===== src/rtl/sakebi_mii_rx_packer.sv =====
// MII RX packer: strips preamble/SFD, packs nibbles into {err,last,byte} words for the RX FIFO.
// Define SAKEBI_MII_RX_FCS_CHECK_EN to fold a CRC-32 FCS check into the final err flag.
module sakebi_mii_rx_packer #(
  parameter int unsigned PREAMBLE_MIN = 2,
  parameter int unsigned CNT_WIDTH    = 8
) (
  input  logic                 i_wr_clk,
  input  logic                 i_wr_rstn,
  input  logic                 i_rx_dv,
  input  logic                 i_rx_er,
  input  logic [3:0]           i_rxd,
  input  logic                 i_fifo_ready,
  output logic                 o_fifo_wr_en,
  output logic [9:0]           o_fifo_wr_data,
  output logic [CNT_WIDTH-1:0] o_frame_cnt,
  output logic [CNT_WIDTH-1:0] o_drop_cnt
);

  localparam int unsigned        PreSat = (PREAMBLE_MIN == 0) ? 1 : PREAMBLE_MIN;
  localparam int unsigned        PreW   = $clog2(PreSat + 1);
  localparam logic [PreW-1:0]    PreMax = PreW'(PreSat);
  localparam logic [CNT_WIDTH-1:0] CntMax = {CNT_WIDTH{1'b1}};

  typedef enum logic [2:0] {StIdle, StPre, StData, StSkip, StAbort} state_e;

  state_e state_q, state_d, entry_state;

  logic [PreW-1:0]      pre_cnt_q;
  logic                 armed_q, phase_q, pend_q, err_q, wrote_q, close_q;
  logic [3:0]           low_q;
  logic [7:0]           pend_byte_q;
  logic                 fcs_bad;
  logic                 wr_due, wr_ok, wr_fail;
  logic [9:0]           wr_word;
  logic                 nib_in, byte_done, sfd_hit, pre_start;
  logic                 wr_en_q;
  logic [9:0]           wr_data_q;
  logic [CNT_WIDTH-1:0] frame_cnt_q, drop_cnt_q;

  assign nib_in    = (state_q == StData) && !close_q && i_rx_dv;
  assign byte_done = nib_in && phase_q;
  assign sfd_hit   = (state_q == StPre) && (state_d == StData);
  assign pre_start = (state_d == StPre) && (state_q != StPre);
  assign wr_ok     = wr_due && i_fifo_ready;
  assign wr_fail   = wr_due && !i_fifo_ready;

  // Where a new frame starts from; armed_q ignores a frame already in flight at reset release.
  always_comb begin
    entry_state = StIdle;
    if (i_rx_dv) begin
      entry_state = (armed_q && (i_rxd == 4'h5)) ? StPre : StSkip;
    end
  end

  // State register
  always_ff @(posedge i_wr_clk or negedge i_wr_rstn) begin
    if (!i_wr_rstn) begin
      state_q <= StIdle;
    end else begin
      state_q <= state_d;
    end
  end

  // Next-state logic
  always_comb begin
    state_d = state_q;
    unique case (state_q)
      StIdle: state_d = entry_state;
      StPre: begin
        if (!i_rx_dv) begin
          state_d = StIdle;
        end else if ((i_rxd == 4'hD) && (pre_cnt_q >= PreMax)) begin
          state_d = StData;
        end else if (i_rxd != 4'h5) begin
          state_d = StSkip;
        end
      end
      StData: begin
        if (wr_fail) begin
          state_d = StAbort;
        end else if (close_q) begin
          state_d = entry_state;
        end else if (!i_rx_dv && !pend_q) begin
          state_d = StIdle;
        end
      end
      StSkip: begin
        if (!i_rx_dv) state_d = StIdle;
      end
      StAbort: begin
        if (!i_rx_dv && i_fifo_ready) state_d = StIdle;
      end
      default: state_d = StIdle;
    endcase
  end

  // Write decision. The final word is issued one cycle after dv drops (close_q) so that
  // consecutive writes stay at least two cycles apart.
  always_comb begin
    wr_due  = 1'b0;
    wr_word = '0;
    unique case (state_q)
      StData: begin
        if (close_q) begin
          wr_due  = 1'b1;
          wr_word = {err_q | phase_q | fcs_bad, 1'b1, pend_byte_q};
        end else if (byte_done && pend_q) begin
          wr_due  = 1'b1;
          wr_word = {2'b00, pend_byte_q};
        end
      end
      StAbort: begin
        if (!i_rx_dv && i_fifo_ready && wrote_q) begin
          wr_due  = 1'b1;
          wr_word = 10'h300;
        end
      end
      default: ;
    endcase
  end

  // Nibble packing and per-frame flags
  always_ff @(posedge i_wr_clk or negedge i_wr_rstn) begin
    if (!i_wr_rstn) begin
      pre_cnt_q   <= '0;
      armed_q     <= 1'b0;
      phase_q     <= 1'b0;
      pend_q      <= 1'b0;
      err_q       <= 1'b0;
      wrote_q     <= 1'b0;
      close_q     <= 1'b0;
      low_q       <= '0;
      pend_byte_q <= '0;
    end else begin
      if (!i_rx_dv) armed_q <= 1'b1;

      if (pre_start) begin
        pre_cnt_q <= PreW'(1);
      end else if ((state_q == StPre) && i_rx_dv && (i_rxd == 4'h5) && (pre_cnt_q != PreMax)) begin
        pre_cnt_q <= pre_cnt_q + 1'b1;
      end

      if (sfd_hit) begin
        phase_q <= 1'b0;
        pend_q  <= 1'b0;
        err_q   <= 1'b0;
        wrote_q <= 1'b0;
        close_q <= 1'b0;
      end else if (state_q == StData) begin
        if (close_q) begin
          close_q <= 1'b0;
          pend_q  <= 1'b0;
        end else if (nib_in) begin
          if (i_rx_er) err_q <= 1'b1;
          if (byte_done) begin
            pend_byte_q <= {i_rxd, low_q};
            pend_q      <= 1'b1;
            phase_q     <= 1'b0;
          end else begin
            low_q   <= i_rxd;
            phase_q <= 1'b1;
          end
        end else if (pend_q) begin
          close_q <= 1'b1;
        end
      end

      if (wr_ok) wrote_q <= 1'b1;
    end
  end

`ifdef SAKEBI_MII_RX_FCS_CHECK_EN
  logic [31:0] crc_q;

  function automatic logic [31:0] crc32_byte(input logic [31:0] crc, input logic [7:0] data);
    logic [31:0] c;
    c = crc ^ {24'h0, data};
    for (int i = 0; i < 8; i++) begin
      c = c[0] ? ((c >> 1) ^ 32'hEDB88320) : (c >> 1);
    end
    return c;
  endfunction

  always_ff @(posedge i_wr_clk or negedge i_wr_rstn) begin
    if (!i_wr_rstn) begin
      crc_q <= '1;
    end else if (sfd_hit) begin
      crc_q <= '1;
    end else if (byte_done) begin
      crc_q <= crc32_byte(crc_q, {i_rxd, low_q});
    end
  end

  // Running the CRC over data plus FCS leaves the fixed residue on a good frame.
  assign fcs_bad = (crc_q != 32'hDEBB20E3);
`else
  assign fcs_bad = 1'b0;
`endif

  // Registered FIFO port and saturating counters
  always_ff @(posedge i_wr_clk or negedge i_wr_rstn) begin
    if (!i_wr_rstn) begin
      wr_en_q     <= 1'b0;
      wr_data_q   <= '0;
      frame_cnt_q <= '0;
      drop_cnt_q  <= '0;
    end else begin
      wr_en_q <= wr_ok;
      if (wr_ok) wr_data_q <= wr_word;
      if (wr_ok && wr_word[8] && !wr_word[9] && (frame_cnt_q != CntMax)) begin
        frame_cnt_q <= frame_cnt_q + 1'b1;
      end
      if (wr_fail && (drop_cnt_q != CntMax)) begin
        drop_cnt_q <= drop_cnt_q + 1'b1;
      end
    end
  end

  assign o_fifo_wr_en   = wr_en_q;
  assign o_fifo_wr_data = wr_data_q;
  assign o_frame_cnt    = frame_cnt_q;
  assign o_drop_cnt     = drop_cnt_q;

endmodule

===== config.mk =====
export PLATFORM = sky130hd
export DESIGN_NAME = sakebi_mii_rx_packer
export DESIGN_NICKNAME = d
export VERILOG_FILES = /design/src/rtl/sakebi_mii_rx_packer.sv
export SDC_FILE = /design/constraint.sdc
export NUM_CORES = 1
export LEC_CHECK = 0
export BUFFER_PORTS_ARGS = -buffer_cell sky130_fd_sc_hd__buf_2
export CAP_MARGIN = 20
export CELL_PAD_IN_SITES_DETAIL_PLACEMENT = 0
export CELL_PAD_IN_SITES_GLOBAL_PLACEMENT = 1
export CORE_UTILIZATION = 45
export DETAILED_ROUTE_END_ITERATION = 16
export PLACE_DENSITY_LB_ADDON = 0.1
export SLEW_MARGIN = 20
export SYNTH_ARGS = -nofsm -noshare
export SYNTH_HDL_FRONTEND = slang
export SYNTH_SLANG_ARGS = --single-unit

===== constraint.sdc =====
create_clock -name i_wr_clk -period 3.8 [get_ports i_wr_clk]
set_input_delay 0.38 -clock i_wr_clk [delete_from_list [all_inputs] [get_ports i_wr_clk]]
set_output_delay 0.38 -clock i_wr_clk [all_outputs]
set_load 0.01 [all_outputs]

==> flow_summary.json <==
{
  "row_count": 26,
  "finalClockSkew_ns": 0.007861,
  "hp-class": "in2async",
  "highest_layer": "met4",
  "clk_pin_slew_worst_paths_ns": 0.09,
  "cts-buffers-inserted": 5,
  "rrSetupSlack_ns": 1.88,
  "setup_violations": 0,
  "relSlewSlack_pct": 53.55,
  "stdcell_count": 305,
  "cp_slowest_stage_delay_ns": 0.52,
  "synth_common_cells": "dfrtp_1 (50), and3_1 (13), nor2_1 (10)",
  "wl_met2_um": 2137,
  "grt_overflow": 0,
  "fin_setup_tns_ns": 0,
  "num_io_pins": 36,
  "start_kind": "flop",
  "cts.sinks": 50,
  "ant_nets": 0,
  "power_density_nw_per_um2": 643.7,
  "cts_tree": "built",
  "wl_per_cell_um": 15.31,
  "syn_inst": 199,
  "setup_slack_ns": 1.877,
  "synth.most_common_cell": "dfrtp_1",
  "num-fill-cells": 468,
  "period_needed_ns": 1.923,
  "netlist_area_um2": 2364,
  "wl_met3_um": 209,
  "tightest_slew_ns": 0.6968,
  "drv_cap": 0,
  "yosys_warnings": 0,
  "synthDominantAreaCellType": "dfrtp_1",
  "place_inst": 297,
  "rr_worst_depth": 3,
  "arrival_ns": 2.12,
  "die_area_um2": 5546,
  "cp_cell_sequence": "or3b_4 > o31a_1 > mux2_1",
  "max_freq_ghz": 0.5199,
  "drc": 0,
  "worstPathMaxFanout": 12,
  "portBuffers": 35,
  "drive_gt1_share_pct": 28.09,
  "dp_slack_ns": 1.875,
  "cts_root_buf": "clkbuf_8",
  "track_usage_pct": 18.61,
  "r2r_start": "state_q[1]",
  "cts_resized": 0,
  "ys.flop_type": "dfrtp_1",
  "routed_wl_um": 4669,
  "drtIter0Drc": 36,
  "synth_top_area_share_pct": 52.94,
  "synth_enable_flop_cells": 0,
  "synth-seq-cells": 50,
  "finalHoldViolCount": 0,
  "clockBufferDepth": 2,
  "status": "finished, final reports clean",
  "grt_max_degree": 51,
  "syn_avg_cell_area_um2": 11.88,
  "syn_nets": 211,
  "vias_per_cell": 5.351,
  "grt_first_pass_wirelength_um": 7652,
  "multi_input_area_um2": 1026,
  "post-dp-hpwl_um": 3292,
  "gp_congestion": 0.7978,
  "slew_violations": 0,
  "antenna_found_initial": 0,
  "num_vias": 1632,
  "start_util_pct": 46.57,
  "h-tree-depth": 2,
  "ff_latch_area_um2": 1251,
  "period_share_pct": 50.62,
  "yosysUniqueCellTypes": 49,
  "rr_endpoint": "o_fifo_wr_data[9]",
  "cp.required_ns": 4.00,
  "postSynth.asyncResetShare_pct": 100.0,
  "ys_top_cells_by_area": "dfrtp_1 (53%), mux2_2 (4.3%), and3_1 (3.4%)",
  "wl_met1_um": 2229,
  "worst-setup-path-type": "reg2reg",
  "die_h_um": 74.47,
  "rsz0062_at_grt": "no",
  "dieWidth_um": 74.47,
  "crit_path_end_kind": "flop",
  "nNetsFinal": 246,
  "firstDrtPassIters": 4,
  "core_area_um2": 5075,
  "leakagePower_nw": 1.391,
  "area_growth_pct": 13.66,
  "grt_pass1_vias": 1623,
  "critPathSlowestCell": "dfrtp_1",
  "post-cts-setup-buffers": 0,
  "peakVddDrop_uv": 517.6,
  "ys_seq_area_share_pct": 52.94,
  "hold_buffers": 0,
  "insertion_delay_ns": 0.30,
  "num_antenna_cells": 0
}
## state kept, by name, indices dropped and copies added, names as in the netlist
| name | flops |
|---|---|
| armed_q | 1 |
| low_q | 4 |
| state_q | 3 |
| o_fifo_wr_data | 10 |
| o_frame_cnt | 8 |
| o_fifo_wr_en | 1 |
| pend_byte_q | 8 |
| pre_cnt_q | 2 |
| pend_q | 1 |
| phase_q | 1 |
| err_q | 1 |
| o_drop_cnt | 8 |
| close_q | 1 |
| wrote_q | 1 |
## layout by cell type (no fill, tap or decap), types with 3 or more instances in the layout
cell | synthesis | final
dfrtp_1 | 50 | 50
buf_2 | 2 | 34
and3_1 | 13 | 13
nor2_1 | 10 | 10
inv_1 | 9 | 9
nand2_1 | 9 | 9
mux2_2 | 9 | 9
xnor2_1 | 8 | 8
a21o_1 | 8 | 8
nand3_1 | 6 | 6
nor3_1 | 6 | 6
xor2_1 | 6 | 6
nand4_1 | 5 | 5
a21oi_1 | 5 | 5
clkbuf_8 | 0 | 5
mux2_4 | 4 | 4
nand2b_1 | 3 | 3
nor2b_1 | 3 | 3
mux2_1 | 3 | 3
ha_1 | 3 | 3
## routing by layer
layer / track usage [%] / up-vias
met5: 0 / -
met4: 7.547 / 0
met3: 4.336 / 9
met2: 29.13 / 39
met1: 24.96 / 804
li1: - / 780
## cells by family (layout without fill, tap and decap cells)
kind of cell | Yosys count | in the layout | synth area share [%]
multiplexers | 17 | 17 | 8.682
XOR/XNOR | 14 | 14 | 5.188
AND/OR/NAND/NOR | 69 | 69 | 17.15
AO/OA/AOI/OAI | 30 | 30 | 10.80
flip-flops | 50 | 50 | 52.94
buffers and inverters | 16 | 52 | 3.652
adder cells (fa/ha/maj) | 3 | 3 | 1.588
## per-stage QoR
stage	hold slack, ns	util (%)	area (um2)	power (mW)
5_1_grt	0.1272	52.93	2686	1.842
2_1_floorplan	0.08441	-	2364	1.217
6_report	0.07905	52.93	2686	1.729
3_5_place_dp	0.4610	50.71	2574	1.373
4_1_cts	0.3089	52.88	2684	1.748
3_3_place_gp	0.4539	50.71	2574	1.347
## cell type report
type,instances,share of cell area (%)
repair buffers,35,6.614
clock buffers,6,2.701
multi-input cells,133,38.19
clock inverters,2,1.397
flip-flops and latches,50,46.58
well taps,70,3.260
inverters,9,1.258
## worst max path at each step
| stage | endpoint | start | slack, ns |
|---|---|---|---|
| 3_3_place_gp | o_fifo_wr_data[9] | i_fifo_ready | 1.90 |
| 5_1_grt | o_fifo_wr_data[9] | state_q[1] | 1.79 |
| 6_report | o_fifo_wr_data[9] | state_q[1] | 1.88 |
| 2_1_floorplan | o_drop_cnt[2] | state_q[0] | 2.11 |
| 3_5_place_dp | o_fifo_wr_data[9] | i_fifo_ready | 1.87 |
| 4_1_cts | o_fifo_wr_data[9] | state_q[1] | 1.88 |
## power by group
group / internal, mW / leakage [nW] / switching [mW]
Clock: 0.196 / 0.0514 / 0.172
Sequential: 0.695 / 0.645 / 0.135
Combinational: 0.269 / 0.694 / 0.262
## critical path: cells and delay by family (launching register included)
kind / cells / cell delay (ns)
DFF: 1 / 0.52
AOI/OAI and AO/OA: 1 / 0.45
and+or+nand+nor: 1 / 0.47
muxes: 1 / 0.38
Power figures use the tool's default switching activity.
